`src/rtl/control_pipe_hazard_if.sv`:
```
// Bundle between the ID/MEM datapath side and the pipelined control/hazard unit.
// master = datapath (drives ID fields and branch outcome), slave = control unit.
interface control_pipe_hazard_if #(
    parameter int OPC_W   = 6,
    parameter int REG_W   = 5,
    parameter int ALUOP_W = 3,
    parameter int CNT_W   = 16
);
    logic [OPC_W-1:0]   id_opcode;
    logic               id_valid;
    logic [REG_W-1:0]   id_rs;
    logic [REG_W-1:0]   id_rt;
    logic               br_taken;
    logic               ex_reg_dst;
    logic [ALUOP_W-1:0] ex_alu_op;
    logic               ex_alu_src;
    logic               mem_branch;
    logic               mem_read;
    logic               mem_write;
    logic               wb_reg_write;
    logic               wb_mem_to_reg;
    logic               jump;
    logic               stall;
    logic               pc_write;
    logic               ifid_write;
    logic               ifid_flush;
    logic               illegal_op;
    logic [CNT_W-1:0]   bubble_cnt;

    modport master (
        output id_opcode, id_valid, id_rs, id_rt, br_taken,
        input  ex_reg_dst, ex_alu_op, ex_alu_src, mem_branch, mem_read, mem_write,
               wb_reg_write, wb_mem_to_reg, jump, stall, pc_write, ifid_write,
               ifid_flush, illegal_op, bubble_cnt
    );

    modport slave (
        input  id_opcode, id_valid, id_rs, id_rt, br_taken,
        output ex_reg_dst, ex_alu_op, ex_alu_src, mem_branch, mem_read, mem_write,
               wb_reg_write, wb_mem_to_reg, jump, stall, pc_write, ifid_write,
               ifid_flush, illegal_op, bubble_cnt
    );
endinterface

```
`src/rtl/control_pipe_hazard.sv`:
```
// Pipelined MIPS main decoder: ID decode carried through ID/EX, EX/MEM, MEM/WB control
// registers, with load-use stall, branch/jump flush, sticky illegal flag and bubble counter.
module control_pipe_hazard #(
    parameter int OPC_W   = 6,
    parameter int REG_W   = 5,
    parameter int ALUOP_W = 3,
    parameter int CNT_W   = 16
) (
    input  logic                 clk,
    input  logic                 rst_n,
    control_pipe_hazard_if.slave bus
);

    typedef struct packed {
        logic               reg_write;
        logic               mem_to_reg;
        logic               branch;
        logic               mem_read;
        logic               mem_write;
        logic               reg_dst;
        logic [ALUOP_W-1:0] alu_op;
        logic               alu_src;
    } ctrl_t;

    typedef struct packed {
        logic reg_write;
        logic mem_to_reg;
        logic branch;
        logic mem_read;
        logic mem_write;
    } exmem_t;

    typedef struct packed {
        logic reg_write;
        logic mem_to_reg;
    } memwb_t;

    localparam logic [OPC_W-1:0] OPC_J = 6'b000010;

    function automatic ctrl_t ctrl_row(input logic rw, input logic m2r, input logic br,
                                       input logic mr, input logic mw, input logic rd,
                                       input logic [2:0] aop, input logic as);
        ctrl_t c;
        c.reg_write  = rw;
        c.mem_to_reg = m2r;
        c.branch     = br;
        c.mem_read   = mr;
        c.mem_write  = mw;
        c.reg_dst    = rd;
        c.alu_op     = ALUOP_W'(aop);
        c.alu_src    = as;
        return c;
    endfunction

    // J and unknown opcodes fall to the all-zero row; legality is tracked separately.
    function automatic ctrl_t decode_ctrl(input logic [OPC_W-1:0] opc);
        ctrl_t c;
        case (opc)
            6'b000000: c = ctrl_row(1'b1, 1'b0, 1'b0, 1'b0, 1'b0, 1'b1, 3'd2, 1'b0);
            6'b100011: c = ctrl_row(1'b1, 1'b1, 1'b0, 1'b1, 1'b0, 1'b0, 3'd0, 1'b1);
            6'b101011: c = ctrl_row(1'b0, 1'b0, 1'b0, 1'b0, 1'b1, 1'b0, 3'd0, 1'b1);
            6'b000100: c = ctrl_row(1'b0, 1'b0, 1'b1, 1'b0, 1'b0, 1'b0, 3'd1, 1'b0);
            6'b001000: c = ctrl_row(1'b1, 1'b0, 1'b0, 1'b0, 1'b0, 1'b0, 3'd0, 1'b1);
            6'b001010: c = ctrl_row(1'b1, 1'b0, 1'b0, 1'b0, 1'b0, 1'b0, 3'd3, 1'b1);
            6'b001100: c = ctrl_row(1'b1, 1'b0, 1'b0, 1'b0, 1'b0, 1'b0, 3'd4, 1'b1);
            6'b001101: c = ctrl_row(1'b1, 1'b0, 1'b0, 1'b0, 1'b0, 1'b0, 3'd5, 1'b1);
            default:   c = '0;
        endcase
        return c;
    endfunction

    function automatic logic opc_legal(input logic [OPC_W-1:0] opc);
        logic ok;
        case (opc)
            6'b000000, 6'b100011, 6'b101011, 6'b000100,
            6'b001000, 6'b001010, 6'b001100, 6'b001101,
            6'b000010: ok = 1'b1;
            default:   ok = 1'b0;
        endcase
        return ok;
    endfunction

    ctrl_t            idex_r;
    exmem_t           exmem_r;
    memwb_t           memwb_r;
    logic [REG_W-1:0] idex_rt_r;
    logic             illegal_r;
    logic [CNT_W-1:0] bubble_cnt_r;

    ctrl_t            dec_ctrl_s;
    ctrl_t            idex_next_s;
    logic             legal_s;
    logic             hazard_s;
    logic             stall_s;
    logic             jump_s;

    // ID-stage decode, load-use detection and jump qualification.
    always_comb begin
        dec_ctrl_s = decode_ctrl(bus.id_opcode);
        legal_s    = opc_legal(bus.id_opcode);
        hazard_s   = bus.id_valid & idex_r.mem_read & (idex_rt_r != '0) &
                     ((idex_rt_r == bus.id_rs) | (idex_rt_r == bus.id_rt));
        // A taken branch squashes the ID instruction, so its hazard is moot.
        stall_s    = hazard_s & ~bus.br_taken;
        jump_s     = bus.id_valid & (bus.id_opcode == OPC_J) & ~stall_s & ~bus.br_taken;
        if (bus.id_valid & legal_s) begin
            idex_next_s = dec_ctrl_s;
        end else begin
            idex_next_s = '0;
        end
    end

    // Control pipeline registers; branch flush beats stall beats normal advance.
    always_ff @(posedge clk or negedge rst_n) begin
        if (!rst_n) begin
            idex_r    <= '0;
            exmem_r   <= '0;
            memwb_r   <= '0;
            idex_rt_r <= '0;
        end else begin
            memwb_r   <= '{reg_write: exmem_r.reg_write, mem_to_reg: exmem_r.mem_to_reg};
            idex_rt_r <= bus.id_rt;
            if (bus.br_taken) begin
                idex_r  <= '0;
                exmem_r <= '0;
            end else begin
                exmem_r <= '{reg_write:  idex_r.reg_write,  mem_to_reg: idex_r.mem_to_reg,
                             branch:     idex_r.branch,     mem_read:   idex_r.mem_read,
                             mem_write:  idex_r.mem_write};
                idex_r  <= stall_s ? ctrl_t'('0) : idex_next_s;
            end
        end
    end

    // Sticky illegal-opcode flag; only an instruction that actually enters EX can set it.
    always_ff @(posedge clk or negedge rst_n) begin
        if (!rst_n) begin
            illegal_r <= 1'b0;
        end else if (bus.id_valid & ~legal_s & ~stall_s & ~bus.br_taken) begin
            illegal_r <= 1'b1;
        end
    end

    // Saturating count of bubble-inserting edges.
    always_ff @(posedge clk or negedge rst_n) begin
        if (!rst_n) begin
            bubble_cnt_r <= '0;
        end else if ((stall_s | bus.br_taken) && (bubble_cnt_r != {CNT_W{1'b1}})) begin
            bubble_cnt_r <= bubble_cnt_r + {{(CNT_W-1){1'b0}}, 1'b1};
        end
    end

    assign bus.ex_reg_dst    = idex_r.reg_dst;
    assign bus.ex_alu_op     = idex_r.alu_op;
    assign bus.ex_alu_src    = idex_r.alu_src;
    assign bus.mem_branch    = exmem_r.branch;
    assign bus.mem_read      = exmem_r.mem_read;
    assign bus.mem_write     = exmem_r.mem_write;
    assign bus.wb_reg_write  = memwb_r.reg_write;
    assign bus.wb_mem_to_reg = memwb_r.mem_to_reg;
    assign bus.jump          = jump_s;
    assign bus.stall         = stall_s;
    assign bus.pc_write      = ~stall_s;
    assign bus.ifid_write    = ~stall_s;
    assign bus.ifid_flush    = bus.br_taken | jump_s;
    assign bus.illegal_op    = illegal_r;
    assign bus.bubble_cnt    = bubble_cnt_r;

endmodule

```
`src/flat_wrapper.sv`:
```
// flat-port wrapper written by rule: the top's interface ports become plain ports
module control_pipe_hazard_flat 
#(
    parameter int OPC_W   = 6,
    parameter int REG_W   = 5,
    parameter int ALUOP_W = 3,
    parameter int CNT_W   = 16
)
  (clk, rst_n, bus_id_opcode, bus_id_valid, bus_id_rs, bus_id_rt, bus_br_taken, bus_ex_reg_dst, bus_ex_alu_op, bus_ex_alu_src, bus_mem_branch, bus_mem_read, bus_mem_write, bus_wb_reg_write, bus_wb_mem_to_reg, bus_jump, bus_stall, bus_pc_write, bus_ifid_write, bus_ifid_flush, bus_illegal_op, bus_bubble_cnt);
  control_pipe_hazard_if #(.OPC_W(OPC_W), .REG_W(REG_W), .ALUOP_W(ALUOP_W), .CNT_W(CNT_W)) bus_i ();
  input  logic clk;
  input  logic rst_n;
  input wire logic [$bits(bus_i.id_opcode)-1:0] bus_id_opcode;
  input wire logic [$bits(bus_i.id_valid)-1:0] bus_id_valid;
  input wire logic [$bits(bus_i.id_rs)-1:0] bus_id_rs;
  input wire logic [$bits(bus_i.id_rt)-1:0] bus_id_rt;
  input wire logic [$bits(bus_i.br_taken)-1:0] bus_br_taken;
  output wire logic [$bits(bus_i.ex_reg_dst)-1:0] bus_ex_reg_dst;
  output wire logic [$bits(bus_i.ex_alu_op)-1:0] bus_ex_alu_op;
  output wire logic [$bits(bus_i.ex_alu_src)-1:0] bus_ex_alu_src;
  output wire logic [$bits(bus_i.mem_branch)-1:0] bus_mem_branch;
  output wire logic [$bits(bus_i.mem_read)-1:0] bus_mem_read;
  output wire logic [$bits(bus_i.mem_write)-1:0] bus_mem_write;
  output wire logic [$bits(bus_i.wb_reg_write)-1:0] bus_wb_reg_write;
  output wire logic [$bits(bus_i.wb_mem_to_reg)-1:0] bus_wb_mem_to_reg;
  output wire logic [$bits(bus_i.jump)-1:0] bus_jump;
  output wire logic [$bits(bus_i.stall)-1:0] bus_stall;
  output wire logic [$bits(bus_i.pc_write)-1:0] bus_pc_write;
  output wire logic [$bits(bus_i.ifid_write)-1:0] bus_ifid_write;
  output wire logic [$bits(bus_i.ifid_flush)-1:0] bus_ifid_flush;
  output wire logic [$bits(bus_i.illegal_op)-1:0] bus_illegal_op;
  output wire logic [$bits(bus_i.bubble_cnt)-1:0] bus_bubble_cnt;
  assign bus_i.id_opcode = bus_id_opcode;
  assign bus_i.id_valid = bus_id_valid;
  assign bus_i.id_rs = bus_id_rs;
  assign bus_i.id_rt = bus_id_rt;
  assign bus_i.br_taken = bus_br_taken;
  assign bus_ex_reg_dst = bus_i.ex_reg_dst;
  assign bus_ex_alu_op = bus_i.ex_alu_op;
  assign bus_ex_alu_src = bus_i.ex_alu_src;
  assign bus_mem_branch = bus_i.mem_branch;
  assign bus_mem_read = bus_i.mem_read;
  assign bus_mem_write = bus_i.mem_write;
  assign bus_wb_reg_write = bus_i.wb_reg_write;
  assign bus_wb_mem_to_reg = bus_i.wb_mem_to_reg;
  assign bus_jump = bus_i.jump;
  assign bus_stall = bus_i.stall;
  assign bus_pc_write = bus_i.pc_write;
  assign bus_ifid_write = bus_i.ifid_write;
  assign bus_ifid_flush = bus_i.ifid_flush;
  assign bus_illegal_op = bus_i.illegal_op;
  assign bus_bubble_cnt = bus_i.bubble_cnt;
  control_pipe_hazard #(.OPC_W(OPC_W), .REG_W(REG_W), .ALUOP_W(ALUOP_W), .CNT_W(CNT_W)) u_core (.clk(clk), .rst_n(rst_n), .bus(bus_i));
endmodule
```
`config.mk`:
```
export PLATFORM = sky130hd
export DESIGN_NAME = control_pipe_hazard_flat
export DESIGN_NICKNAME = d
export VERILOG_FILES = /design/src/rtl/control_pipe_hazard_if.sv /design/src/rtl/control_pipe_hazard.sv /design/src/flat_wrapper.sv
export SDC_FILE = /design/constraint.sdc
export NUM_CORES = 1
export LEC_CHECK = 0
export CORE_UTILIZATION = 50
export CTS_CLUSTER_DIAMETER = 120
export DETAILED_ROUTE_END_ITERATION = 8
export PLACE_DENSITY = 0.82
export SKIP_LAST_GASP = 1
export SLEW_MARGIN = 20
export SYNTH_ARGS = -nofsm -noshare
export SYNTH_HDL_FRONTEND = slang
export SYNTH_SLANG_ARGS = --single-unit
export TNS_END_PERCENT = 20
```
`constraint.sdc`:
```
create_clock -name clk -period 4.4 [get_ports clk]
set_clock_uncertainty 0.15 [all_clocks]
set_input_delay 0.66 -clock clk [delete_from_list [all_inputs] [get_ports clk]]
set_output_delay 0.66 -clock clk [all_outputs]
set_load 0.1 [all_outputs]
```
# Word level (Yosys, flattened, before mapping)
# Cells that the tools add are included.
[totals]
reg_bits = 39
latch_bits = 0
ramBits = 0
mem_bits_ro = 0
in_bits = 20
out_inout_bits = 32
word_cells = 57
mem_count = 0
[op_classes]
n_addsub = 1
multipliers = 0
div_mod_pow = 0
n_lt_le_gt_ge = 0
eq_ne = 11
n_shift = 0
n_mux = 6
bitwise_logic = 17
reduce_logical = 4
[op_table]
columns = ["op", "n"]
rows = [
  ["10-bit one-hot mux with 8 select lines", 1],
  ["10-bit 2-to-1 mux", 3],
  ["6-bit by 4-bit == test with 1-bit output (second input constant)", 4],
  ["16-bit by 1-bit adder with 16-bit output (second input constant)", 1],
  ["16-bit != test (second input constant)", 1],
  ["6-bit == test (second input constant)", 2],
  ["1-bit AND", 11],
  ["5-bit == test", 2],
  ["9-bit OR reduction", 1],
  ["6-bit by 2-bit == test with 1-bit output (second input constant)", 1],
  ["6-bit by 3-bit == test with 1-bit output (second input constant)", 1],
  ["6-bit zero test", 1],
  ["5-bit 2-to-1 mux", 1],
  ["5-bit nonzero test", 1],
  ["1-bit inverter", 3],
  ["1-bit bitwise OR", 3],
  ["1-bit logical AND", 1],
  ["1-bit 2-to-1 mux", 1],
]

# Logic depth before layout (Yosys ltp)
[depth]
depth_word = 8
ltp_mapped = 8
mapped_depth_nobuf = 7

# Worst setup path after synthesis
# Ideal clock, no wire load.
[synth_path]
kind = "reg2out"
from = "register u_core.idex_rt_r[3]"
to = "output port bus_jump"
arrival_time_ns = 4.566
required_time_ns = 3.590
setup_slack_ns = -0.976
stages_incl_launch_ff = 6
n_path_buf = 0
cell_sequence = "dfrtp_1 > or4_4 > o211a_4 > nand2_1 > nand3_1 > nor4b_1"
[synth_between]
elab_chain_cells = 7
word_cells_on_any_way = 10
cone_classes = "2 x eq/ne; 7 x bitwise; 1 x reduce/logical"
[synth_lines]
columns = ["item", "line", "rtl"]
rows = [
  ["start, declared", "control_pipe_hazard.sv:86", "logic [REG_W-1:0] idex_rt_r;"],
  ["start signal, assigned", "control_pipe_hazard.sv:122", "idex_rt_r <= bus.id_rt;"],
  ["5-bit == test or 5-bit nonzero test (tied branches)", "control_pipe_hazard.sv:102, control_pipe_hazard.sv:101", ""],
  ["1-bit bitwise OR or 1-bit AND (tied branches)", "control_pipe_hazard.sv:102, control_pipe_hazard.sv:101", ""],
  ["1-bit AND *", "control_pipe_hazard.sv:101", "hazard_s = bus.id_valid & idex_r.mem_read & (idex_rt_r != '0) &"],
  ["1-bit AND *", "control_pipe_hazard.sv:104", "stall_s = hazard_s & ~bus.br_taken;"],
  ["1-bit inverter *", "control_pipe_hazard.sv:105", "jump_s = bus.id_valid & (bus.id_opcode == OPC_J) & ~stall_s & ~bus.br_taken;"],
  ["1-bit AND * (2 in a row)", "control_pipe_hazard.sv:105", ""],
  ["end, declared", "flat_wrapper.sv:26", "output wire logic [$bits(bus_i.jump)-1:0] bus_jump;"],
]
# Every way passes the cells marked *; elsewhere a longest branch is shown, timed or not.

# Final worst setup path
# Same ends and word-level chain as after synthesis.

==> metrics.md <==
| Metric | Value |
|---|---|
| Fin nets | `238` |
| Die Y | `between 60 and 70 um` |
| Area Overhead vs Synth | `32.9%` |
| Final WS setup | `about 1100 ps` |
| ANT cells | `0` |
| Design Power | `between 1 and 1.5 mW` |
| Reg power frac | `40.6%` |
| CTS root buf | `clkbuf_4` |
| Max H-tree Level | `2` |
| Sum Neg Setup Slack | `0 ps` |
| Clock share of power | `approximately 16%` |
| Slowest stage cell, crit path | `or4_4` |
| Worst vdd ir | `between 0.0003 and 0.0004 V` |
| Worst reg2reg startpoint | `u_core.idex_rt_r[3]` |
| Yosys Warn Count | `0` |
| Hold-fix buffer count after cts | `0` |
| RD Place Congestion | `just over 0.8` |
| Prevailing post-synth register cell | `dfrtp_1` |
| Skew-Pair Late Insertion Delay | `~330 ps` |
| CTS Buf Count | `5` |
| Psw | `482 uW` |
| Worst path cell trace | `or4_4 > o211a_4 > nand2_1 > nand3_1 > nor4b_2 > buf_4` |
| FILL cells | `258` |
| DPL Wire Length | `between 2000 and 3000 um` |
| Critical Path Start Type | `flip-flop` |
| Yosys cell types | `37` |
| Internal power | `between 500 and 600 uW` |
| Dpl ws | `1160 ps` |
| Max Root-Sink Buffers | `2` |
| RSZ-0062 raised after global routing | `no` |
| Via count | `1444` |
| Chip width | `~61 um` |
| Cells after synthesis | `about 170` |
| Synth cell count leaders | `dfrtp_1 (37), xnor2_1 (15), nand2_1 (13), nor2_1 (13)` |
| Drt drc | `0` |
| Synth Area per Inst | `10.6 sq um` |
| Initial DRC count | `75` |
| Seq/Total Area, Yosys | `52.8%` |
| Critical Path Fanout Max | `5` |
| Global-route wire length before repair | `5870 um` |
| Yosys reg bits | `37` |
| Placed cell count | `between 200 and 300` |
| GRT Util Overall | `22.1%` |
| Relative slew slack | `34.2%` |
| Setup Buffers After CTS | `0` |
| Largest net degree at the start of global routing | `38` |
| Core ar. | `0.00334 sq mm` |
| Routed WL | `3590 um` |
| WP data arrival | `2460 ps` |
| Leakage power | `0.958 nW` |
| Setup CP Type | `flip-flop to primary output` |
| Tmin final | `3270 ps` |
| Synth top area cells | `dfrtp_1 (53%), xnor2_1 (7.5%), xor2_1 (3.0%), nand2_1 (2.8%), nor2_1 (2.8%)` |
| Net Count, Synth | `186` |
| Wire length per cell | `13.6 um` |
| Switching part of the total | `a little under half` |
| CTS tree | `yes` |
| Final setup vio count | `0` |
| Crit end category | `primary output` |
| Worst EP required | `3590 ps` |
| Die footprint | `~0.0037 sq mm` |
| Pwr/cell area | `between 400 and 500 mW/mm^2` |
| Crit path from | `u_core.idex_rt_r[3]` |
| Number of vias per cell | `5.47` |
| Non-Filler Instances | `264` |
| Crit-path max cell delay | `560 ps` |
| Slew Limit Fails | `0` |
| Status | `finished clean` |
| Worst Tran Pin Value | `a little under 1000 ps` |
| Row count | `21` |
| Synth area leader | `dfrtp_1` |
| Post-synth EDFFs | `0` |
| Ports | `52` |
| Logic pwr share | `43.1%` |
| Hold Fails Final Rpt | `0` |
| Post-route ant nets | `0` |
| Worst path buffer plus inverter count | `1` |
| 1st-pass router iterations | `5` |
| Util after Layout | `a little over two thirds` |
| Layout cell share with drive strength beyond 1 | `about 10%` |
| Top-count cell post-synth | `dfrtp_1` |
| Num Clock Sinks | `37` |
| Antenna violations before repair | `0` |
| Post-Syn Area | `0.00175 sq mm` |
| Hold Crit Class | `flip-flop to flip-flop` |
| Post-synth top area share | `52.8%` |
| Hold wc startpoint | `u_core.exmem_r[4]` |
| Crit share post-route | `74.2%` |
| PortBufs | `just over 50` |
| Quantity of gates resized following cts | `0` |
| Gr ovfl total | `0` |
| Max reg flops | `16` |
| Fmax | `306 MHz` |
| Initial Util | `roughly 53%` |
| Ys async rst share | `100%` |
| Max Cap Violations | `0` |
| Number of global-route vias before repair | `1246` |
| Delay-heaviest family, CP | `simple AND/OR/NAND/NOR gates` |
| Clock transition at the registers of the reported paths | `around 100 ps` |
per-layer routing:
layer  wire [um]  global-route usage [%]
met2        1750                    34.8
met5           0                       0
met1        1550                    29.6
met4          73                    8.12
met3         222                    5.67
final cells by class:
type	instances	area (sq um)	area share, %
flip-flops and latches	37	926	39.7
multi-input cells	118	779	33.5
repair buffers	52	500	21.5
well taps	46	57.6	2.47
clock buffers	5	37.5	1.61
clock inverters	3	17.5	0.752
inverters	3	11.3	0.483
worst register-to-register path, delay by kind of cell (launching register included):
kind	cells	cell delay (ps)
AND/OR/NAND/NOR	3	1000
AO/OA/AOI/OAI	2	550
flip-flops	1	430
worst paths after layout:
check | to | slack, ps | cells past startpoint
hold reg to reg | u_core.bus.wb_reg_write | 220 | 0
setup reg to reg | u_core.bus.ex_alu_op[2] | 2160 | 5
setup / recovery | bus_jump | 1130 | 6
min in group asynchronous | u_core.bus.bubble_cnt[8] | 240 | 1
max in group asynchronous | u_core.bus.wb_mem_to_reg | 3360 | 1
hold / removal | u_core.bus.wb_reg_write | 220 | 0
power groups by stage:
stage	Clock [mW]	Sequential, mW	Combinational (mW)
2_1_floorplan	0	0.665	0.0888
3_5_place_dp	0	0.428	0.451
5_1_grt	0.192	0.431	0.468
6_report	0.169	0.422	0.448
3_3_place_gp	0	0.426	0.441
4_1_cts	0.176	0.422	0.451
cells by family (layout without fill, tap and decap cells):
kind of cell	count (synthesis)	count (layout)	share of synthesized area [%]
mux	3	3	1.93
fa+ha+maj	1	1	0.714
xor+xnor	21	21	10.5
simple gates	65	65	19.5
buf+inv	10	63	3.07
flops	37	37	52.8
compound gates	28	28	11.5
cells in the final DEF, fill, tap and decap left out, types with 2 or more instances in the layout:
master / synthesis / layout
clkdlybuf4s50_1: 0 / 45
dfrtp_1: 37 / 37
xnor2_1: 15 / 15
nand2_1: 13 / 13
nor2_1: 13 / 13
nand3_1: 9 / 9
a21oi_1: 9 / 9
nor2b_1: 6 / 6
xor2_1: 6 / 6
buf_4: 4 / 6
a31oi_1: 5 / 5
nand4_1: 5 / 5
clkbuf_4: 0 / 5
nor3_1: 4 / 4
inv_1: 3 / 3
nor4_1: 3 / 3
and3_1: 3 / 3
nand2b_1: 2 / 2
o21bai_1: 2 / 2
nor4b_1: 3 / 2
o22a_1: 2 / 2
o21ai_0: 2 / 2
mux2_1: 2 / 2
clkinv_2: 0 / 2
through the flow:
step	hold slack [ps]	cell area (sq um)
after floorplan	181	1760
after global placement	185	2270
after detailed placement	202	2270
after CTS	227	2330
after global routing	246	2330
final	220	2330
No activity file was read; power rests on OpenSTA's default activity.
